===== config.mk =====
export PLATFORM = sky130hd
export DESIGN_NAME = tune_sequencer
export DESIGN_NICKNAME = d
export VERILOG_FILES = /design/src/rtl/tune_pkg.sv /design/src/rtl/tone_gen.sv /design/src/rtl/tune_sequencer.sv
export SDC_FILE = /design/constraint.sdc
export NUM_CORES = 1
export LEC_CHECK = 0
export CORE_MARGIN = 2
export CORE_UTILIZATION = 30
export CTS_BUF_LIST = sky130_fd_sc_hd__clkbuf_16
export DETAILED_ROUTE_END_ITERATION = 10
export SYNTH_ARGS = -nofsm -noshare
export SYNTH_HDL_FRONTEND = slang
export SYNTH_HIERARCHICAL = 1
export SYNTH_SLANG_ARGS = --single-unit
export TNS_END_PERCENT = 20

===== constraint.sdc =====
create_clock -name clk_i -period 3.2 [get_ports clk_i]
set_input_delay 0.48 -clock clk_i [delete_from_list [all_inputs] [get_ports clk_i]]
set_output_delay 0.48 -clock clk_i [all_outputs]
set_load 0.01 [all_outputs]

===== src/rtl/tune_pkg.sv =====
// Shared types and lookup helpers for the tune sequencer.
package tune_pkg;

    typedef enum logic [2:0] {
        ST_IDLE,
        ST_FETCH,
        ST_LOAD,
        ST_PLAY,
        ST_GAP
    } state_t;

    // Tone half-period in prescaler ticks for each pitch index.
    // Index 0 is a rest; index 1 is a very short test tone; 2..15 run D4..C6
    // assuming a ~537.6 kHz tick (50 MHz / 93).
    function automatic int unsigned half_period(input int unsigned idx);
        case (idx)
            0:       return 0;
            1:       return 2;
            2:       return 914;
            3:       return 815;
            4:       return 770;
            5:       return 686;
            6:       return 611;
            7:       return 544;
            8:       return 514;
            9:       return 458;
            10:      return 408;
            11:      return 385;
            12:      return 343;
            13:      return 305;
            14:      return 272;
            15:      return 257;
            default: return 0;
        endcase
    endfunction

    // Duration code 0..3 maps to 1..4 beats.
    function automatic int unsigned dur_beats(input logic [1:0] dur);
        return 32'(dur) + 1;
    endfunction

endpackage


===== src/rtl/tone_gen.sv =====
// Prescaled square-wave divider: toggles the output every half_i ticks while enabled.
module tone_gen #(
    parameter int DIV_W = 10
) (
    input  logic             clk_i,
    input  logic             rst_n,
    input  logic             tick_i,
    input  logic [DIV_W-1:0] half_i,
    input  logic             en_i,
    input  logic             clr_i,
    output logic             tone_o
);

    logic [DIV_W-1:0] cnt;

    // Half-period counter and output toggle; silent when disabled, cleared or rest.
    always_ff @(posedge clk_i or negedge rst_n) begin
        if (!rst_n) begin
            cnt    <= '0;
            tone_o <= 1'b0;
        end else if (clr_i || !en_i || half_i == '0) begin
            cnt    <= '0;
            tone_o <= 1'b0;
        end else if (tick_i) begin
            if (cnt == half_i - DIV_W'(1)) begin
                cnt    <= '0;
                tone_o <= ~tone_o;
            end else begin
                cnt <= cnt + DIV_W'(1);
            end
        end
    end

endmodule


===== src/rtl/tune_sequencer.sv =====
// Melody player: note RAM, sequencing FSM with play/gap timing, tone output and heartbeat.
module tune_sequencer
    import tune_pkg::*;
#(
    parameter int CLK_DIV      = 93,
    parameter int DEPTH_LOG2   = 6,
    parameter int PITCH_W      = 4,
    parameter int DIV_W        = 10,
    parameter int BEAT_TICKS   = 256,
    parameter int GAP_TICKS    = 32,
    parameter int BLINK_PERIOD = 5000000
) (
    input  logic                  clk_i,
    input  logic                  rst_n,
    input  logic                  wr_en_i,
    input  logic [DEPTH_LOG2-1:0] wr_addr_i,
    input  logic [PITCH_W+1:0]    wr_data_i,
    input  logic [DEPTH_LOG2-1:0] last_i,
    input  logic                  loop_i,
    input  logic                  start_i,
    input  logic                  stop_i,
    output logic                  busy_o,
    output logic                  done_o,
    output logic [DEPTH_LOG2-1:0] pc_o,
    output logic                  tone_o,
    output logic                  blink_o
);

    localparam int DEPTH = 1 << DEPTH_LOG2;
    localparam int PRE_W = $clog2(CLK_DIV);
    localparam int LEN_W = $clog2(4 * BEAT_TICKS + 1);
    localparam int BLK_W = $clog2(BLINK_PERIOD);

    logic [PITCH_W+1:0] ram [DEPTH];
    logic [PITCH_W+1:0] rd_data;

    state_t             state;
    logic [PRE_W-1:0]   presc;
    logic [PITCH_W-1:0] pitch;
    logic [LEN_W-1:0]   play_len;
    logic [LEN_W-1:0]   dur_cnt;
    logic [DIV_W-1:0]   half;
    logic [BLK_W-1:0]   blink_cnt;

    logic tick, play_end, gap_end, last_hit, enter_fetch, tone_en;

    assign tick        = (presc == PRE_W'(CLK_DIV - 1));
    assign play_end    = (state == ST_PLAY) && tick && (dur_cnt == play_len - LEN_W'(1));
    assign gap_end     = (state == ST_GAP) && tick && (dur_cnt == LEN_W'(GAP_TICKS - 1));
    // >= rather than == so a last_i lowered mid-play still ends the tune.
    assign last_hit    = (pc_o >= last_i);
    assign enter_fetch = !stop_i && (((state == ST_IDLE) && start_i) ||
                                     (gap_end && (!last_hit || loop_i)));
    // Drop enable on the final PLAY tick so tone_o is already low on the first GAP cycle.
    assign tone_en     = (state == ST_PLAY) && !play_end && !stop_i;
    assign half        = DIV_W'(half_period(32'(pitch)));

    // Note RAM: synchronous write, registered read issued in FETCH (old data on collision).
    always_ff @(posedge clk_i) begin
        if (wr_en_i)
            ram[wr_addr_i] <= wr_data_i;
        if (state == ST_FETCH)
            rd_data <= ram[pc_o];
    end

    // Tick prescaler, realigned at every note fetch so note timing is start-relative.
    always_ff @(posedge clk_i or negedge rst_n) begin
        if (!rst_n)
            presc <= '0;
        else if (enter_fetch || tick)
            presc <= '0;
        else
            presc <= presc + PRE_W'(1);
    end

    // Sequencer FSM: fetch, load, play, gap, then advance / loop / finish.
    always_ff @(posedge clk_i or negedge rst_n) begin
        if (!rst_n) begin
            state    <= ST_IDLE;
            pc_o     <= '0;
            busy_o   <= 1'b0;
            done_o   <= 1'b0;
            pitch    <= '0;
            play_len <= '0;
            dur_cnt  <= '0;
        end else begin
            done_o <= 1'b0;
            if (stop_i) begin
                state  <= ST_IDLE;
                pc_o   <= '0;
                busy_o <= 1'b0;
            end else begin
                case (state)
                    ST_IDLE: begin
                        if (start_i) begin
                            state  <= ST_FETCH;
                            busy_o <= 1'b1;
                        end
                    end
                    ST_FETCH: state <= ST_LOAD;
                    ST_LOAD: begin
                        pitch    <= rd_data[PITCH_W+1:2];
                        play_len <= LEN_W'(dur_beats(rd_data[1:0]) * 32'(BEAT_TICKS)
                                           - 32'(GAP_TICKS));
                        dur_cnt  <= '0;
                        state    <= ST_PLAY;
                    end
                    ST_PLAY: begin
                        if (play_end) begin
                            dur_cnt <= '0;
                            state   <= ST_GAP;
                        end else if (tick) begin
                            dur_cnt <= dur_cnt + LEN_W'(1);
                        end
                    end
                    ST_GAP: begin
                        if (gap_end) begin
                            dur_cnt <= '0;
                            if (!last_hit) begin
                                pc_o  <= pc_o + DEPTH_LOG2'(1);
                                state <= ST_FETCH;
                            end else if (loop_i) begin
                                pc_o  <= '0;
                                state <= ST_FETCH;
                            end else begin
                                pc_o   <= '0;
                                state  <= ST_IDLE;
                                busy_o <= 1'b0;
                                done_o <= 1'b1;
                            end
                        end else if (tick) begin
                            dur_cnt <= dur_cnt + LEN_W'(1);
                        end
                    end
                    default: state <= ST_IDLE;
                endcase
            end
        end
    end

    tone_gen #(
        .DIV_W (DIV_W)
    ) u_tone (
        .clk_i  (clk_i),
        .rst_n  (rst_n),
        .tick_i (tick),
        .half_i (half),
        .en_i   (tone_en),
        .clr_i  (state == ST_LOAD),
        .tone_o (tone_o)
    );

    // Free-running heartbeat, independent of the sequencer.
    always_ff @(posedge clk_i or negedge rst_n) begin
        if (!rst_n) begin
            blink_cnt <= '0;
            blink_o   <= 1'b0;
        end else if (blink_cnt == BLK_W'(BLINK_PERIOD - 1)) begin
            blink_cnt <= '0;
            blink_o   <= ~blink_o;
        end else begin
            blink_cnt <= blink_cnt + BLK_W'(1);
        end
    end

endmodule


# Word level (Yosys, flattened, before mapping)
# Memories as Yosys holds them, arrays and structs flattened. A register that Yosys moved wholly into a read port is not among the register bits.
# Index checks and enable logic that the tools add are counted.
totals:
  memories: 2
  ramBits: 384
  romBits: 160
  ff_bits: 79
  word_cells: 109
  output_inout_bits: 10
  in_bits: 24
memory_table:
  columns: ["memory", "words", "word_bits", "read_ports", "rd_ports_with_merged_regs", "write_ports", "line_no", "source"]
  rows:
  - ["ram", 64, 6, 1, 1, 1, "tune_sequencer.sv:34", "logic [PITCH_W+1:0] ram [DEPTH];"]
  - ["(name not given)", 16, 10, 1, 0, 0, "tune_pkg.sv:16", "case (idx)"]
op_classes:
  n_addsub: 9
  n_mux: 36
  bitwise: 3
  reduce_logical: 32
  n_eq_ne: 14
  n_lt_le_gt_ge: 1
op_table:
  columns: ["cell", "n"]
  rows:
  - ["$mux W11", 3]
  - ["$pmux W11 S3", 1]
  - ["$mux W10", 3]
  - ["$mux W6", 4]
  - ["$add A23 B1 Y23 const B", 1]
  - ["$eq A23 B23 Y1 const B", 1]
  - ["$mux W23", 1]
  - ["$mux W1", 17]
  - ["$ne A3 B3 Y1 const B", 5]
  - ["$pmux W3 S5", 1]
  - ["$mux W3", 4]
  - ["$add A11 B1 Y11 const B", 1]
  - ["$eq A11 B11 Y1", 1]
  - ["$eq A11 B5 Y1 const B", 1]
  - ["$sub A11 B1 Y11 const B", 1]
  - ["$sub A11 B6 Y11 const B", 1]
  - ["$add A10 B1 Y10 const B", 1]
  - ["$eq A10 B10 Y1", 1]
  - ["$logic_not A10 Y1", 1]
  - ["$sub A10 B1 Y10 const B", 1]
  - ["$logic_and A1 B1 Y1", 9]
  - ["$reduce_and A2 Y1", 4]
  - ["$reduce_bool A2 Y1", 4]
  - ["$add A7 B1 Y7 const B", 1]
  - ["16 further kinds", 27]

# Logic depth before layout (Yosys ltp)
# Gate-level depths: netlist of run 1.
depth:
  depth_word: 11
  mapped_depth: 14
  ltp_nobuf: 14

# By module
# The synthesis of run 1 kept the hierarchy.
by_module_without_submodules:
  columns: ["module", "cells_each", "area_each_um2", "n_inst", "seq_area_each_um2"]
  rows:
  - ["tune_sequencer", 1158, 18789.3, 1, 13212.7]
  - ["tone_gen", 115, 949.7, 1, 275.3]

# Worst setup path after synthesis of run 1
# Ideal clock, no wire load.
synth_timing:
  path_kind: "register -> register"
  from: "register pitch[3]"
  to: "register u_tone.tone_o"
  path_buffers: 2
  required_ns: 3.119
  stages_incl_launch_ff: 13
  setup_time_ns: 0.081
  synth_period_minus_slack_ns: 3.092
  setup_slack_ns: 0.108
  t_arrival_ns: 3.010
  cell_sequence: "dfrtp_1 > clkbuf_1 > clkbuf_1 > nor2_1 > nand2_1 > nand3_1 > inv_1 > ha_1 > or4b_4 > o311ai_1 > a41oi_1 > or4_1 > a21oi_1"
synth_via:
  elab_chain_cells: 5
  elab_cells_between_ends: 9
  cone_classes: "add/sub: 1; eq/ne: 1; mux: 1; reduce/logical: 5; memory: 1"
synth_lines:
  columns: ["item", "line_no", "source"]
  rows:
  - ["start: declaration", "tune_sequencer.sv:39", "logic [PITCH_W-1:0] pitch;"]
  - ["start signal: assignment", "tune_sequencer.sv:102", "pitch <= rd_data[PITCH_W+1:2];"]
  - ["$mem_v2 Z16 W10 *", null, null]
  - ["net half[0]", "tune_sequencer.sv:42", "logic [DIV_W-1:0] half;"]
  - ["$sub A10 B1 Y10 / $logic_not A10 Y1 (equally long branches)", "tone_gen.sv:25, tone_gen.sv:21", null]
  - ["$eq A10 B10 Y1 / $logic_or A1 B1 Y1 (equally long branches)", "tone_gen.sv:25, tone_gen.sv:21", null]
  - ["$reduce_bool A2 Y1 (no source line)", null, null]
  - ["$reduce_and A2 Y1 (no source line)", null, null]
  - ["end signal: assignment", "tone_gen.sv:27", "tone_o <= ~tone_o;"]
  - ["end: declaration", "tone_gen.sv:11", "output logic tone_o"]
# The timed path passes the listed nets; every way through them passes the cells marked *.
# A chain may end at the register's enable or synchronous reset.

# Worst setup path in the final report of run 1
layout_timing:
  from: "register pitch[0]"
  to: "register u_tone.tone_o"
# Same word-level chain as after synthesis.

==> impl_metrics.yaml, run 1 <==
synthesis:
  synth.top_cell.area_share: 0.593
  synth.cell_area_um2: 19700
  synth_sequential_area_ratio: 0.683
  yosysTopAreaCell: "edfxtp_1"
  synthFlopType: "edfxtp_1"
  synth_fp_nets: 1317
  synthTopCellsByArea: "edfxtp_1, dfrtp_1, mux4_2"
  syn_inst: 1273
  synth_edf_count: 390
  synth_common_cells: "edfxtp_1, nor2_1, mux4_2, dfrtp_1, nand2_1"
  avgSynthCellArea_um2: 15.5
  synth_cell_types: 77
  ys_async_sr_fraction: 0.154
  synth.most_common_cell: "edfxtp_1"
  ys_ff_latch: 461
  synth-warning-count: 6
critical_path:
  ff2ff_path_depth: 12
  path_delay_family: "simple AND/OR/NAND/NOR gates"
  path_max_fanout: 4
  path_common_cell: "ha_1"
  cp_data_arrival_time_ns: 3.52
  worstSetupPathType: "reg2reg"
  crit_path_cell_trace: "inv_2 > ha_1 > nand2_1 > o211ai_1 > o31a_1 > inv_1 > ha_1 > or4b_4 > o311ai_4 > a41oi_2 > or4_1 > a21oi_1"
  path_depth: 12
  reg2reg_from: "pitch[0]"
  cpPeakStageDelay_ns: 0.51
  endpoint_kind: "flip-flop"
  worst-path-buf-inv: 2
  slowest_stage: "or4b_4"
  cp-start-kind: "flip-flop"
  critPathRequiredTime_ns: 3.69
  cp-startpoint: "pitch[0]"
global_routing:
  track_usage: 0.133
  gr-total-overflow: 0
  grt_pass1_wl_um: 68700
  first_global_vias: 11500
  antenna_found_initial: 0
  grt_max_degree: 72
sta:
  rsz0062_at_grt: "false"
  finalSetupViolCount: 0
  fin_crit_sh: 0.949
  worstMarginPinSlew_ns: 1.19
  finClkSkew_ns: 0.0396
  tns_ns: 0
  hold_violations: 0
  slew_headroom: 0.204
  drv_slew: 0
  max_freq_ghz: 0.329
  min_period_ns: 3.04
worst_hold_path:
  hold_path.class: "in2async"
routing:
  dr.pass1.iters: 7
  vias_per_cell: 5.00
  drt_iter0_drc: 1028
  vias: 11500
  wl_per_cell_um: 19.6
  wl_um: 45300
  ant_nets: 0
  route.detailed.drc: 0
clock_tree:
  clkLatencyLatePin_ns: 0.59
  cts.reportedPaths.clkPinSlew_ns: 0.06
  cts_tree: "done"
  cts_root_buf: "clkbuf_16"
  clock-sinks: 461
  cts_made_buffers: 45
  h-tree-depth: 2
  clock_tree.buffer_depth: 3
  ctsHoldBuffers: 0
pwr:
  cellPowerDensity_nw_per_um2: 592
  power_leakage_uw: 0.00780
  ir_drop_mv: 0.435
finish:
  syn_to_final_growth_pct: 17.4
  nets: 1449
  fillers: 6279
  layout-drive-gt1-share: 0.200
  fin_cells: 2306
  diodes: 0
job:
  maxCapViolCount: 0
placed_design:
  gp_congestion: 0.815
  io_buffers: 33
  dpl.hpwl_um: 29000
  dp_cells: 2220
floorplan:
  start_util: 0.302
  die_h_um: 261
  die_area_um2: 67900
  fp-row-count: 94
  fp.dieW_um: 261
  coreArea_um2: 65400
  io_pins: 34
outcome:
  status: "completed"
[sequential cells by signal (all words and copies together), names as in the netlist]
signal         cells
blink_cnt         23
blink_o            1
busy_o             1
done_o             1
dur_cnt           11
pc_o               6
pitch              4
play_len           3
presc              7
ram              384
rd_data            6
state              3
u_tone/cnt        10
u_tone/tone_o      1
[final timing paths]
check                           endpoint  slack [ns]
max reg2reg                u_tone/tone_o        0.16
max                        u_tone/tone_o        0.16
max in group asynchronous        pc_o[0]        2.46
min                        blink_cnt[22]        0.03
min reg2reg                  play_len[9]        0.45
min in group clk_i           play_len[9]        0.45
[metal layers]
metal	vias to the layer above	global-route usage	share of wire
li1	5211	-	-
met2	335	0.209	0.46
met4	0	0.0373	0.023
met3	69	0.0319	0.069
met1	5904	0.184	0.45
met5	-	0	0
[final cells by class]
class                   instances  area, um^2  share of cell area
clock buffers                  45        1130              0.0486
clock inverters                39         374              0.0161
inverters                      27         101             0.00437
repair buffers                145        1180              0.0507
multi-input cells             725        5830               0.251
flip-flops and latches        461       13500               0.582
well taps                     864        1080              0.0466
[cell usage in the layout (no fill, tap or decap), drive strengths merged, types with 18 or more instances in the layout]
cell,netlist,final
nand2,66,66
mux4,73,73
xnor2,24,24
nor2,156,156
mux2i,48,48
nand3,39,39
clkinv,0,20
xor2,26,26
clkbuf,25,45
inv,27,39
dfrtp,71,71
a21oi,28,28
ha,20,20
o21ai,24,24
nand4,18,18
buf,35,119
clkdlybuf4s50,0,26
edfxtp,390,390
[cell families after synthesis]
logic type | after synthesis | synth area share
xor+xnor | 51 | 0.0233
mux | 130 | 0.113
compound gates | 150 | 0.0533
fa+ha+maj | 20 | 0.0127
flops | 461 | 0.683
buf+inv | 87 | 0.0233
simple gates | 374 | 0.0913
[what timing repair did]
item	in CTS	in global routing
resized for setup	0	9
setup buffers	0	2
setup endpoints to repair	0	11
[power by group]
group	internal, uW	switching [uW]
registers	6640	115
clock network	3080	2310
logic	619	962
[through the flow]
step | utilization | hold slack (ns) | area (um^2) | setup WS (ns) | power [uW]
finish | 0.354 | 0.0265 | 23200 | 0.162 | 13700
global route | 0.354 | 0.110 | 23200 | 0.00712 | 14300
CTS | 0.354 | 0.0597 | 23100 | 0.0180 | 13700
detailed placement | 0.331 | 0.442 | 21600 | 0.0410 | 8360
global placement | 0.331 | 0.444 | 21600 | 0.0861 | 8320
floorplan | - | 0.184 | 19700 | 0.108 | 7830
(Power assumes the default switching activity.)
==> inputs of run 2 (changes only) <==
--- a/config.mk
+++ b/config.mk
@@ -9,6 +9,7 @@
 export CORE_UTILIZATION = 30
 export CTS_BUF_LIST = sky130_fd_sc_hd__clkbuf_16
 export DETAILED_ROUTE_END_ITERATION = 10
+export GPL_ROUTABILITY_DRIVEN = 0
 export SYNTH_ARGS = -nofsm -noshare
 export SYNTH_HDL_FRONTEND = slang
 export SYNTH_HIERARCHICAL = 1
==> results of run 2 <==
Same layout as run 1: the final DEF is identical, and so are final timing and power.
==> inputs of run 3 (changes only) <==
--- a/config.mk
+++ b/config.mk
@@ -5,6 +5,8 @@
 export SDC_FILE = /design/constraint.sdc
 export NUM_CORES = 1
 export LEC_CHECK = 0
+export CAP_MARGIN = 20
+export CORE_ASPECT_RATIO = 1.75
 export CORE_MARGIN = 2
 export CORE_UTILIZATION = 30
 export CTS_BUF_LIST = sky130_fd_sc_hd__clkbuf_16
==> run 3 against run 2 <==
Clock power decreased by 6.5%. Design area down 0.94%. Non-clock buffer count is 7 lower. Register-to-register slack is essentially flat. Sequential power barely moved. Routed wire length grew 1.6%. Maximum frequency increased by 0.32%. Combinational power barely moved. Flip-flop and latch count unchanged. First-iteration DRC count shrank 19%. Via count decreased by 2.7%.
==> impl_metrics.yaml, run 3 (same netlist as run 1, synthesis figures left out) <==
floorplan:
  die_area_um2: 67900
  fp-row-count: 124
  start_util: 0.303
  fp.dieW_um: 198
  die_h_um: 343
  coreArea_um2: 65200
  io_pins: 34
routing:
  top_layer: "met4"
  wl_per_cell_um: 20.5
  met1_length_um: 16200
  vias_per_cell: 5.00
  route.detailed.drc: 0
  wl_um: 46100
  met2_length_um: 25500
  drt_iter0_drc: 829
  ant_nets: 0
  vias: 11200
  dr.pass1.iters: 5
  wl_met3_um: 1920
clock_tree:
  cts_root_buf: "clkbuf_16"
  cts.reportedPaths.clkPinSlew_ns: 0.07
  cts_made_buffers: 40
  h-tree-depth: 2
  clock-sinks: 461
  clkLatencyLatePin_ns: 0.55
  clock_tree.buffer_depth: 3
  cts_tree: "done"
placed_design:
  dpl.hpwl_um: 32000
  io_buffers: 33
critical_path:
  worstSetupPathType: "reg2reg"
  cp-start-kind: "flip-flop"
  crit_path_cell_trace: "nor2b_1 > o31a_1 > inv_1 > ha_1 > or4b_4 > o311ai_4 > a41oi_2 > or4_1 > a21oi_1"
  endpoint_kind: "flip-flop"
  critPathRequiredTime_ns: 3.68
  cpPeakStageDelay_ns: 0.55
  slowest_stage: "dfrtp_1"
  cp_data_arrival_time_ns: 3.51
  path_max_fanout: 18
global_routing:
  track_usage: 0.136
  grt_pass1_wl_um: 69600
  first_global_vias: 11500
  grt_max_degree: 53
  gr-total-overflow: 0
  antenna_found_initial: 0
finish:
  layout-drive-gt1-share: 0.194
  top_regs: "ram x384, blink_cnt x23, dur_cnt x11"
  final_core_util: 0.352
  final_common_cell: "edfxtp_1"
  nets: 1437
  syn_to_final_growth_pct: 16.3
  mostFrequentLayoutCells: "edfxtp_1, nor2_1, buf_4, mux4_2, dfrtp_1"
  fillers: 6191
  diodes: 0
  largest_reg_flops: 384
  regMostFlops: "ram"
sta:
  max_freq_ghz: 0.330
  rsz0062_at_grt: "false"
  drv_slew: 0
  slew_headroom: 0.287
  tns_ns: 0
  min_period_ns: 3.03
  worstMarginPinSlew_ns: 1.07
  hold_violations: 0
  finClkSkew_ns: 0.0177
  fin_crit_sh: 0.946
  finalSetupViolCount: 0
outcome:
  status: "completed"
pwr:
  power_leakage_uw: 0.00769
  cellPowerDensity_nw_per_um2: 583
  ir_drop_mv: 0.376
job:
  maxCapViolCount: 0
worst_hold_path:
  hold_path.class: "in2reg"
-- run 3: cell types whose count changed in the layout (fill, tap and decap cells not counted), moves of 2 or more --
| cell | delta |
|---|---|
| inv_2 | -2 |
| clkbuf_16 | -4 |
| inv_1 | -2 |
| clkinv_1 | -4 |
| inv_6 | +2 |
| buf_4 | -10 |
| clkinv_4 | +4 |
-- run 3: area by class of cell --
type,instances,area [um^2],area share
tap,819,1020,0.0446
multi-input combinational,725,5850,0.255
timing repair buffer,138,1140,0.0495
clock inverter,33,330,0.0144
inverter,27,101,0.00441
clock buffer,41,1030,0.0447
sequential,461,13500,0.588
-- run 3: power breakdown --
part / total (uW) / switching (uW) / internal [uW] / leakage [uW]
combinational: 1590 / 984 / 607 / 0.00255
clock: 5030 / 2190 / 2840 / 0.000688
sequential: 6760 / 127 / 6630 / 0.00446
total: 13400 / 3300 / 10100 / 0.00769
-- run 3: path summary, 6_finish.rpt --
check / cells after the start / endpoint / slack [ns] / from
setup / recovery: 9 / u_tone/tone_o / 0.17 / pitch[3]
hold / removal: 1 / ram[15][1] / 0.32 / wr_data_i[1]
setup reg to reg: 9 / u_tone/tone_o / 0.17 / pitch[3]
hold reg to reg: 2 / play_len[8] / 0.45 / rd_data[0]
max in group asynchronous: 3 / blink_cnt[15] / 2.06 / rst_n
min in group asynchronous: 2 / presc[2] / 0.47 / rst_n
-- run 3: critical path: cells and delay by family, from the launching register on --
family	cells	cell delay [ns]
buf+inv	1	0.07
flops	1	0.55
simple gates	3	1.24
compound gates	4	0.93
fa+ha+maj	1	0.15
-- run 3: layer usage --
| layer | GRT usage | up-vias |
|---|---|---|
| met2 | 0.264 | 306 |
| met3 | 0.0171 | 95 |
| li1 | - | 5162 |
| met4 | 0.0733 | 0 |
| met5 | 0 | - |
| met1 | 0.141 | 5650 |
-- run 3: repair_timing --
item	4_1_cts	5_1_grt
endpoints found under the hold margin	24	0
setup endpoints to repair	1	11
hold buffers	1	0
gates resized for setup	2	8
gates cloned	0	0
pin swaps	0	4
setup buffers	1	0
-- run 3: through the flow --
| stage | total power, uW | area [um^2] | std cells | worst slack [ns] | hold WS [ns] |
|---|---|---|---|---|---|
| 4_1_cts | 13400 | 22900 | 2244 | 0.0906 | 0.302 |
| 2_1_floorplan | 7830 | 19700 | 1273 | 0.108 | 0.184 |
| 3_3_place_gp | 8300 | 21500 | 2168 | 0.112 | 0.445 |
| 3_5_place_dp | 8360 | 21500 | 2168 | -0.0104 | 0.441 |
| 5_1_grt | 13900 | 23000 | 2244 | 0.0100 | 0.318 |
| 6_report | 13400 | 23000 | 2244 | 0.172 | 0.321 |
